## config.mk

```make
export PLATFORM = sky130hd
export DESIGN_NAME = pipe_hazard_ctrl_flat
export DESIGN_NICKNAME = d
export VERILOG_FILES = /design/src/rtl/pipe_hazard_ctrl_pkg.sv /design/src/rtl/pipe_hazard_ctrl_if.sv /design/src/rtl/pipe_hazard_ctrl_load_use_detect.sv /design/src/rtl/pipe_hazard_ctrl.sv /design/src/flat_wrapper.sv
export SDC_FILE = /design/constraint.sdc
export NUM_CORES = 1
export LEC_CHECK = 0
export CORE_MARGIN = 2
export CORE_UTILIZATION = 33
export DETAILED_ROUTE_END_ITERATION = 16
export PLACE_DENSITY = 0.77
export SYNTH_ARGS = -nofsm -noshare
export SYNTH_HDL_FRONTEND = slang
export SYNTH_SLANG_ARGS = --single-unit
```

## constraint.sdc

```tcl
create_clock -name clk -period 1.51 [get_ports clk]
set_input_delay 0.302 -clock clk [delete_from_list [all_inputs] [get_ports clk]]
set_output_delay 0.302 -clock clk [all_outputs]
set_load 0.005 [all_outputs]
```

## src/rtl/pipe_hazard_ctrl_pkg.sv

```systemverilog
// Shared definitions for the pipeline hazard controller: register-index width,
// interrupt vector, drain counter width and the interrupt-sequencing FSM states.
package pipe_ctrl_pkg;

  localparam int REG_ID_W    = 4;
  localparam int DRAIN_CNT_W = 4;   // holds DRAIN_CYCLES-1 for DRAIN_CYCLES in 1..15
  localparam int PERF_CNT_W  = 16;  // width of the optional performance counters

  localparam logic [31:0] IRQ_VECTOR = 32'h0000_0010;

  typedef enum logic [1:0] {
    RUN    = 2'd0,
    DRAIN  = 2'd1,
    INJECT = 2'd2,
    ISR    = 2'd3
  } state_e;

endpackage

```

## src/rtl/pipe_hazard_ctrl_if.sv

```systemverilog
// Pipeline <-> hazard controller signal bundle. The master side is the datapath,
// the slave side is the controller. Performance counter signals exist only when
// PIPE_HAZARD_PERF_EN is defined.
interface pipe_hazard_ctrl_if;
  import pipe_ctrl_pkg::*;

  logic [REG_ID_W-1:0] id_rs1;
  logic [REG_ID_W-1:0] id_rs2;
  logic                id_rs1_used;
  logic                id_rs2_used;
  logic [REG_ID_W-1:0] ex_reg_dst;
  logic                ex_reg_wr;
  logic                ex_load;
  logic                ex_redirect;
  logic                ex_returni;
  logic                mem_busy;
  logic                irq_req;

  logic pc_stall;
  logic stall_if_id;
  logic stall_id_ex;
  logic stall_ex_mem;
  logic flush_if_id;
  logic flush_id_ex;
  logic flush_mem_wb;
  logic irq_inject;
  logic irq_ack;
  logic in_isr;

`ifdef PIPE_HAZARD_PERF_EN
  logic                  perf_clr;
  logic [PERF_CNT_W-1:0] perf_stall_cnt;
  logic [PERF_CNT_W-1:0] perf_flush_cnt;
  logic [PERF_CNT_W-1:0] perf_irq_cnt;
`endif

  modport master (
    output id_rs1, id_rs2, id_rs1_used, id_rs2_used, ex_reg_dst, ex_reg_wr,
           ex_load, ex_redirect, ex_returni, mem_busy, irq_req,
`ifdef PIPE_HAZARD_PERF_EN
    output perf_clr,
    input  perf_stall_cnt, perf_flush_cnt, perf_irq_cnt,
`endif
    input  pc_stall, stall_if_id, stall_id_ex, stall_ex_mem, flush_if_id,
           flush_id_ex, flush_mem_wb, irq_inject, irq_ack, in_isr
  );

  modport slave (
    input  id_rs1, id_rs2, id_rs1_used, id_rs2_used, ex_reg_dst, ex_reg_wr,
           ex_load, ex_redirect, ex_returni, mem_busy, irq_req,
`ifdef PIPE_HAZARD_PERF_EN
    input  perf_clr,
    output perf_stall_cnt, perf_flush_cnt, perf_irq_cnt,
`endif
    output pc_stall, stall_if_id, stall_id_ex, stall_ex_mem, flush_if_id,
           flush_id_ex, flush_mem_wb, irq_inject, irq_ack, in_isr
  );

endinterface

```

## src/rtl/pipe_hazard_ctrl_load_use_detect.sv

```systemverilog
// Combinational load-use compare: the load in EX targets a register the ID
// instruction actually reads. Register 0 is never a real destination.
module load_use_detect
  import pipe_ctrl_pkg::*;
(
  input  logic [REG_ID_W-1:0] i_id_rs1,
  input  logic [REG_ID_W-1:0] i_id_rs2,
  input  logic                i_id_rs1_used,
  input  logic                i_id_rs2_used,
  input  logic [REG_ID_W-1:0] i_ex_reg_dst,
  input  logic                i_ex_reg_wr,
  input  logic                i_ex_load,
  output logic                o_hazard
);

  logic w_dst_valid;
  logic w_rs1_hit;
  logic w_rs2_hit;

  assign w_dst_valid = i_ex_load & i_ex_reg_wr & (i_ex_reg_dst != {REG_ID_W{1'b0}});
  assign w_rs1_hit   = i_id_rs1_used & (i_id_rs1 == i_ex_reg_dst);
  assign w_rs2_hit   = i_id_rs2_used & (i_id_rs2 == i_ex_reg_dst);
  assign o_hazard    = w_dst_valid & (w_rs1_hit | w_rs2_hit);

endmodule

```

## src/rtl/pipe_hazard_ctrl.sv

```systemverilog
// Central stall/flush controller for the 5-stage pipeline with interrupt entry
// sequencing (RUN -> DRAIN -> INJECT -> ISR). Outputs are combinational from the
// registered FSM state and the current inputs. Optional performance counters are
// built when PIPE_HAZARD_PERF_EN is defined.
module pipe_hazard_ctrl
  import pipe_ctrl_pkg::*;
#(
  parameter int DRAIN_CYCLES = 3
`ifdef PIPE_HAZARD_PERF_EN
  , parameter int CNT_W = PERF_CNT_W
`endif
)(
  input logic               clk,
  input logic               rst_n,
  pipe_hazard_ctrl_if.slave bus
);

  state_e                 r_state;
  state_e                 w_state_nxt;
  logic [DRAIN_CNT_W-1:0] r_drain_cnt;
  logic [DRAIN_CNT_W-1:0] w_drain_cnt_nxt;

  logic w_load_use;
  logic w_pc_stall, w_stall_if_id, w_stall_id_ex, w_stall_ex_mem;
  logic w_flush_if_id, w_flush_id_ex, w_flush_mem_wb;
  logic w_irq_inject, w_irq_ack, w_in_isr;

  load_use_detect u_load_use_detect (
    .i_id_rs1      (bus.id_rs1),
    .i_id_rs2      (bus.id_rs2),
    .i_id_rs1_used (bus.id_rs1_used),
    .i_id_rs2_used (bus.id_rs2_used),
    .i_ex_reg_dst  (bus.ex_reg_dst),
    .i_ex_reg_wr   (bus.ex_reg_wr),
    .i_ex_load     (bus.ex_load),
    .o_hazard      (w_load_use)
  );

  // FSM state and drain counter registers
  always_ff @(posedge clk or negedge rst_n) begin
    if (!rst_n) begin
      r_state     <= RUN;
      r_drain_cnt <= {DRAIN_CNT_W{1'b0}};
    end else begin
      r_state     <= w_state_nxt;
      r_drain_cnt <= w_drain_cnt_nxt;
    end
  end

  // Next-state logic; a memory wait freezes the sequencer entirely
  always_comb begin
    w_state_nxt     = r_state;
    w_drain_cnt_nxt = r_drain_cnt;
    if (bus.mem_busy) begin
      w_state_nxt     = r_state;
      w_drain_cnt_nxt = r_drain_cnt;
    end else begin
      case (r_state)
        RUN: begin
          // in_isr is 0 in RUN, so only the redirect can block entry
          if (bus.irq_req && !bus.ex_redirect) begin
            w_state_nxt     = DRAIN;
            w_drain_cnt_nxt = DRAIN_CNT_W'(DRAIN_CYCLES - 1);
          end else begin
            w_state_nxt = RUN;
          end
        end
        DRAIN: begin
          // A redirect aborts so its target becomes the interrupt return point
          if (bus.ex_redirect || !bus.irq_req) begin
            w_state_nxt = RUN;
          end else if (r_drain_cnt == {DRAIN_CNT_W{1'b0}}) begin
            w_state_nxt = INJECT;
          end else begin
            w_drain_cnt_nxt = r_drain_cnt - DRAIN_CNT_W'(1);
          end
        end
        INJECT: begin
          w_state_nxt = ISR;
        end
        ISR: begin
          if (bus.ex_returni) begin
            w_state_nxt = RUN;
          end else begin
            w_state_nxt = ISR;
          end
        end
        default: begin
          w_state_nxt     = RUN;
          w_drain_cnt_nxt = {DRAIN_CNT_W{1'b0}};
        end
      endcase
    end
  end

  // Output logic: memory wait > redirect > drain/load-use
  always_comb begin
    w_pc_stall     = 1'b0;
    w_stall_if_id  = 1'b0;
    w_stall_id_ex  = 1'b0;
    w_stall_ex_mem = 1'b0;
    w_flush_if_id  = 1'b0;
    w_flush_id_ex  = 1'b0;
    w_flush_mem_wb = 1'b0;
    w_irq_inject   = (r_state == INJECT);
    w_irq_ack      = (r_state == INJECT) & ~bus.mem_busy;
    w_in_isr       = (r_state == ISR);
    if (bus.mem_busy) begin
      w_pc_stall     = 1'b1;
      w_stall_if_id  = 1'b1;
      w_stall_id_ex  = 1'b1;
      w_stall_ex_mem = 1'b1;
      w_flush_mem_wb = 1'b1;
    end else if (bus.ex_redirect) begin
      // ID holds a wrong-path instruction, so any load-use is moot
      w_flush_if_id = 1'b1;
      w_flush_id_ex = 1'b1;
    end else if (r_state == DRAIN) begin
      // PC is already held; a load-use only needs its bubble into EX
      w_pc_stall    = 1'b1;
      w_flush_if_id = 1'b1;
      w_flush_id_ex = w_load_use;
    end else if (w_load_use) begin
      w_pc_stall    = 1'b1;
      w_stall_if_id = 1'b1;
      w_flush_id_ex = 1'b1;
    end else begin
      w_pc_stall = 1'b0;
    end
  end

  // All outputs are forced low while reset is asserted
  assign bus.pc_stall     = w_pc_stall     & rst_n;
  assign bus.stall_if_id  = w_stall_if_id  & rst_n;
  assign bus.stall_id_ex  = w_stall_id_ex  & rst_n;
  assign bus.stall_ex_mem = w_stall_ex_mem & rst_n;
  assign bus.flush_if_id  = w_flush_if_id  & rst_n;
  assign bus.flush_id_ex  = w_flush_id_ex  & rst_n;
  assign bus.flush_mem_wb = w_flush_mem_wb & rst_n;
  assign bus.irq_inject   = w_irq_inject   & rst_n;
  assign bus.irq_ack      = w_irq_ack      & rst_n;
  assign bus.in_isr       = w_in_isr       & rst_n;

`ifdef PIPE_HAZARD_PERF_EN
  logic [CNT_W-1:0] r_perf_stall_cnt;
  logic [CNT_W-1:0] r_perf_flush_cnt;
  logic [CNT_W-1:0] r_perf_irq_cnt;

  // Saturating event counters with synchronous clear
  always_ff @(posedge clk or negedge rst_n) begin
    if (!rst_n) begin
      r_perf_stall_cnt <= {CNT_W{1'b0}};
      r_perf_flush_cnt <= {CNT_W{1'b0}};
      r_perf_irq_cnt   <= {CNT_W{1'b0}};
    end else if (bus.perf_clr) begin
      r_perf_stall_cnt <= {CNT_W{1'b0}};
      r_perf_flush_cnt <= {CNT_W{1'b0}};
      r_perf_irq_cnt   <= {CNT_W{1'b0}};
    end else begin
      if (w_pc_stall && (r_perf_stall_cnt != {CNT_W{1'b1}})) begin
        r_perf_stall_cnt <= r_perf_stall_cnt + CNT_W'(1);
      end
      if (w_flush_id_ex && (r_perf_flush_cnt != {CNT_W{1'b1}})) begin
        r_perf_flush_cnt <= r_perf_flush_cnt + CNT_W'(1);
      end
      if (w_irq_ack && (r_perf_irq_cnt != {CNT_W{1'b1}})) begin
        r_perf_irq_cnt <= r_perf_irq_cnt + CNT_W'(1);
      end
    end
  end

  assign bus.perf_stall_cnt = r_perf_stall_cnt;
  assign bus.perf_flush_cnt = r_perf_flush_cnt;
  assign bus.perf_irq_cnt   = r_perf_irq_cnt;
`endif

endmodule

```

## src/flat_wrapper.sv

```systemverilog
// flat-port wrapper written by rule: the top's interface ports become plain ports
module pipe_hazard_ctrl_flat import pipe_ctrl_pkg::*;
#(
  parameter int DRAIN_CYCLES = 3

)
  (clk, rst_n, bus_id_rs1, bus_id_rs2, bus_id_rs1_used, bus_id_rs2_used, bus_ex_reg_dst, bus_ex_reg_wr, bus_ex_load, bus_ex_redirect, bus_ex_returni, bus_mem_busy, bus_irq_req, bus_pc_stall, bus_stall_if_id, bus_stall_id_ex, bus_stall_ex_mem, bus_flush_if_id, bus_flush_id_ex, bus_flush_mem_wb, bus_irq_inject, bus_irq_ack, bus_in_isr);
  pipe_hazard_ctrl_if bus_i ();
  input logic clk;
  input logic rst_n;
  input wire logic [$bits(bus_i.id_rs1)-1:0] bus_id_rs1;
  input wire logic [$bits(bus_i.id_rs2)-1:0] bus_id_rs2;
  input wire logic [$bits(bus_i.id_rs1_used)-1:0] bus_id_rs1_used;
  input wire logic [$bits(bus_i.id_rs2_used)-1:0] bus_id_rs2_used;
  input wire logic [$bits(bus_i.ex_reg_dst)-1:0] bus_ex_reg_dst;
  input wire logic [$bits(bus_i.ex_reg_wr)-1:0] bus_ex_reg_wr;
  input wire logic [$bits(bus_i.ex_load)-1:0] bus_ex_load;
  input wire logic [$bits(bus_i.ex_redirect)-1:0] bus_ex_redirect;
  input wire logic [$bits(bus_i.ex_returni)-1:0] bus_ex_returni;
  input wire logic [$bits(bus_i.mem_busy)-1:0] bus_mem_busy;
  input wire logic [$bits(bus_i.irq_req)-1:0] bus_irq_req;
  output wire logic [$bits(bus_i.pc_stall)-1:0] bus_pc_stall;
  output wire logic [$bits(bus_i.stall_if_id)-1:0] bus_stall_if_id;
  output wire logic [$bits(bus_i.stall_id_ex)-1:0] bus_stall_id_ex;
  output wire logic [$bits(bus_i.stall_ex_mem)-1:0] bus_stall_ex_mem;
  output wire logic [$bits(bus_i.flush_if_id)-1:0] bus_flush_if_id;
  output wire logic [$bits(bus_i.flush_id_ex)-1:0] bus_flush_id_ex;
  output wire logic [$bits(bus_i.flush_mem_wb)-1:0] bus_flush_mem_wb;
  output wire logic [$bits(bus_i.irq_inject)-1:0] bus_irq_inject;
  output wire logic [$bits(bus_i.irq_ack)-1:0] bus_irq_ack;
  output wire logic [$bits(bus_i.in_isr)-1:0] bus_in_isr;
  assign bus_i.id_rs1 = bus_id_rs1;
  assign bus_i.id_rs2 = bus_id_rs2;
  assign bus_i.id_rs1_used = bus_id_rs1_used;
  assign bus_i.id_rs2_used = bus_id_rs2_used;
  assign bus_i.ex_reg_dst = bus_ex_reg_dst;
  assign bus_i.ex_reg_wr = bus_ex_reg_wr;
  assign bus_i.ex_load = bus_ex_load;
  assign bus_i.ex_redirect = bus_ex_redirect;
  assign bus_i.ex_returni = bus_ex_returni;
  assign bus_i.mem_busy = bus_mem_busy;
  assign bus_i.irq_req = bus_irq_req;
  assign bus_pc_stall = bus_i.pc_stall;
  assign bus_stall_if_id = bus_i.stall_if_id;
  assign bus_stall_id_ex = bus_i.stall_id_ex;
  assign bus_stall_ex_mem = bus_i.stall_ex_mem;
  assign bus_flush_if_id = bus_i.flush_if_id;
  assign bus_flush_id_ex = bus_i.flush_id_ex;
  assign bus_flush_mem_wb = bus_i.flush_mem_wb;
  assign bus_irq_inject = bus_i.irq_inject;
  assign bus_irq_ack = bus_i.irq_ack;
  assign bus_in_isr = bus_i.in_isr;
  pipe_hazard_ctrl #(.DRAIN_CYCLES(DRAIN_CYCLES)) u_core (.clk(clk), .rst_n(rst_n), .bus(bus_i));
endmodule
```

==> impl_metrics.yaml <==
run_status:
  status: "finished, violations left"
  violations: "negative setup slack"
detailed_routing:
  drt_wl_total_um: 2280
  num_vias: 771
  first_pass_iters: 4
  vias_per_cell: 5.28
  avgRoutedWirePerCell_um: 15.6
  drtAntennaViolNets: 0
  first_iter_violations: 16
  drc_errors: 0
power_and_ir_drop:
  p_comb_frac: 0.713
  p_total_mw: 1.49
  netSwitchingPower_mw: 0.598
  leakage_nw: 0.599
  peakVddDrop_v: 0.00132
  powerDensity_mw_per_mm2: 1240
  p_int_mw: 0.889
  switching_share: 0.402
  clockPowerShare: 0.098
  seqPwrFrac: 0.190
grt:
  first_global_vias: 749
  grt_first_pass_wirelength_um: 3370
  grt_start_max_net_pins: 11
  grt_overflow: 0
  grtUsageTotal: 0.226
  antenna_found_initial: 0
timing:
  fin_crit_sh: 1.17
  setup_viol: 6
  slew_headroom: 0.729
  rsz0062_at_grt: "true"
  holdWs_ns: 0.0250
  hold_viol: 0
  min_period_ns: 1.77
  finClkSkew_ns: 0.000614
  slew_violations: 0
  worstMarginPinSlew_ns: 0.405
  setup_slack_ns: -0.261
  max_freq_mhz: 565
clock_tree:
  clkSinkCount: 6
  cts-root-buf: "clkbuf_4"
  htreeDepth: 1
  cts_tree: "done"
  clk_pin_slew_ns: 0.04
  cts_hold_buf: 0
  cts_buffers: 3
  clockBufferDepth: 2
  clkLatencyLatePin_ns: 0.24
finish:
  nets: 155
  final_common_cell: "buf_4"
  diodes: 0
  stdcell_area_mm2: 0.00120
  layout-drive-gt1-share: 0.538
  num-fill-cells: 96
  seq_area_um2: 150
  multi_input_area_um2: 503
  layout_common_cells: "buf_4, nand2_1, buf_2, buf_6"
  area_growth_pct: 115
synthesis:
  yosysUniqueCellTypes: 27
  synth_top_area_frac: 0.268
  syn_area_um2: 561
  syn-instance-count: 74
  ys.warnings.count: 0
  synthTopCellsByArea: "dfrtp_1, xor2_1, nand2_1, inv_1, nor3b_1"
  seq_area_frac_synth: 0.268
  ys_ff_latch: 6
  synth_nets: 97
  syn_area_per_cell_um2: 7.57
  yosysTopAreaCell: "dfrtp_1"
critical_path:
  cp.arrival_ns: 1.47
  required_ns: 1.21
  worst-setup-path-type: "in2out"
  r2r_slack_ns: -0.07
  r2r_cells: 6
  cp-end-kind: "output pin"
  cp_max_fo: 2
  cp-start-kind: "input port"
flow_run:
  cap_violations: 0
floorplan:
  placeableCoreArea_mm2: 0.00154
  die_area_mm2: 0.00204
  num_io_pins: 32
  fp.dieH_um: 45.2
  num_rows: 14
  start_util: 0.364
  die_w_um: 45.2
min_path:
  hold_path_class: "in2async"
placed_design:
  io_buffer_count: 31
  pre_cts_slack_ns: -1.03
  dpl.hpwl_um: 1470
  post_dp_cell_area_um2: 996
  routabilityCongestion: 0.807
## path summary, 6_finish.rpt
| path | endpoint | start |
|---|---|---|
| hold / removal | u_core.r_drain_cnt[3] | rst_n |
| min in group clk | u_core.r_state[0] | bus_mem_busy |
| max in group asynchronous | u_core.r_state[0] | rst_n |
| setup / recovery | bus_stall_if_id | bus_id_rs2[3] |
| hold reg to reg | u_core.r_drain_cnt[1] | u_core.r_state[0] |
| setup reg to reg | u_core.r_state[1] | u_core.r_drain_cnt[0] |
## layer usage
layer  GRT usage  routed length [um]  vias up
met4      0.0706                  51        0
li1            -                   -      377
met1       0.268                 932      363
met2       0.380                1200       25
met5           0                   0        -
met3      0.0800                  97        6
## cell families (layout without fill, tap and decap cells)
group                    Yosys count  in the layout  synth area share
buffers and inverters             11             67            0.0871
flip-flops                         6              6             0.268
AO/OA/AOI/OAI                     19             19             0.228
XOR/XNOR                           8              8             0.125
adder cells (fa/ha/maj)            1              1            0.0223
AND/OR/NAND/NOR                   29             29             0.270
## metrics by stage
step | TNS [ns] | cells | util
after floorplan | 0 | 74 | -
after global placement | -6.07 | 134 | 0.646
after detailed placement | -6.67 | 134 | 0.646
after CTS | -1.14 | 144 | 0.711
after global routing | -1.14 | 146 | 0.780
final | -0.770 | 146 | 0.780
## synthesized netlist by cell type, drive strengths merged
cell / n
a21oi: 3
a22o: 2
a22oi: 1
a31oi: 2
and3: 1
buf: 2
clkbuf: 2
dfrtp: 6
ha: 1
inv: 7
nand2: 9
nand2b: 1
nand3: 2
nor2: 5
nor2b: 3
nor3b: 3
nor4: 3
o21ai: 6
o22ai: 2
o31ai: 1
o32ai: 1
o41ai: 1
or3b: 1
or4: 1
xnor2: 2
xor2: 6
## layout make-up
class / instances / share of cell area
clock buffer: 3 / 0.0187
inverter: 7 / 0.0219
multi-input combinational: 57 / 0.418
sequential: 6 / 0.125
tap: 16 / 0.0166
timing repair buffer: 57 / 0.400
## worst max-delay path, stage by stage
cell             delay (ns)
clkdlybuf4s15_1        0.19
xor2_1                 0.18
nor4_2                 0.21
o21ai_1                0.10
buf_4                  0.14
o41ai_2                0.18
buf_2                  0.15
## state kept, by name, summed over array words and instances, names as in the netlist
register            count
u_core.r_drain_cnt      4
u_core.r_state          2
## power groups by stage
stage / Combinational, mW / Sequential [mW] / Clock, mW
final: 1.06 / 0.282 / 0.145
after global routing: 1.14 / 0.288 / 0.161
after CTS: 0.818 / 0.276 / 0.146
after detailed placement: 0.687 / 0.266 / 0
after global placement: 0.650 / 0.261 / 0
after floorplan: 0.320 / 0.277 / 0
## timing repair
action                                 CTS  global route
gates resized for setup                 86            29
endpoints found under the hold margin    0             0
pin swaps                               14            12
setup endpoints to repair               13            14
setup buffers                            7             4
Power figures use the tool's default switching activity.
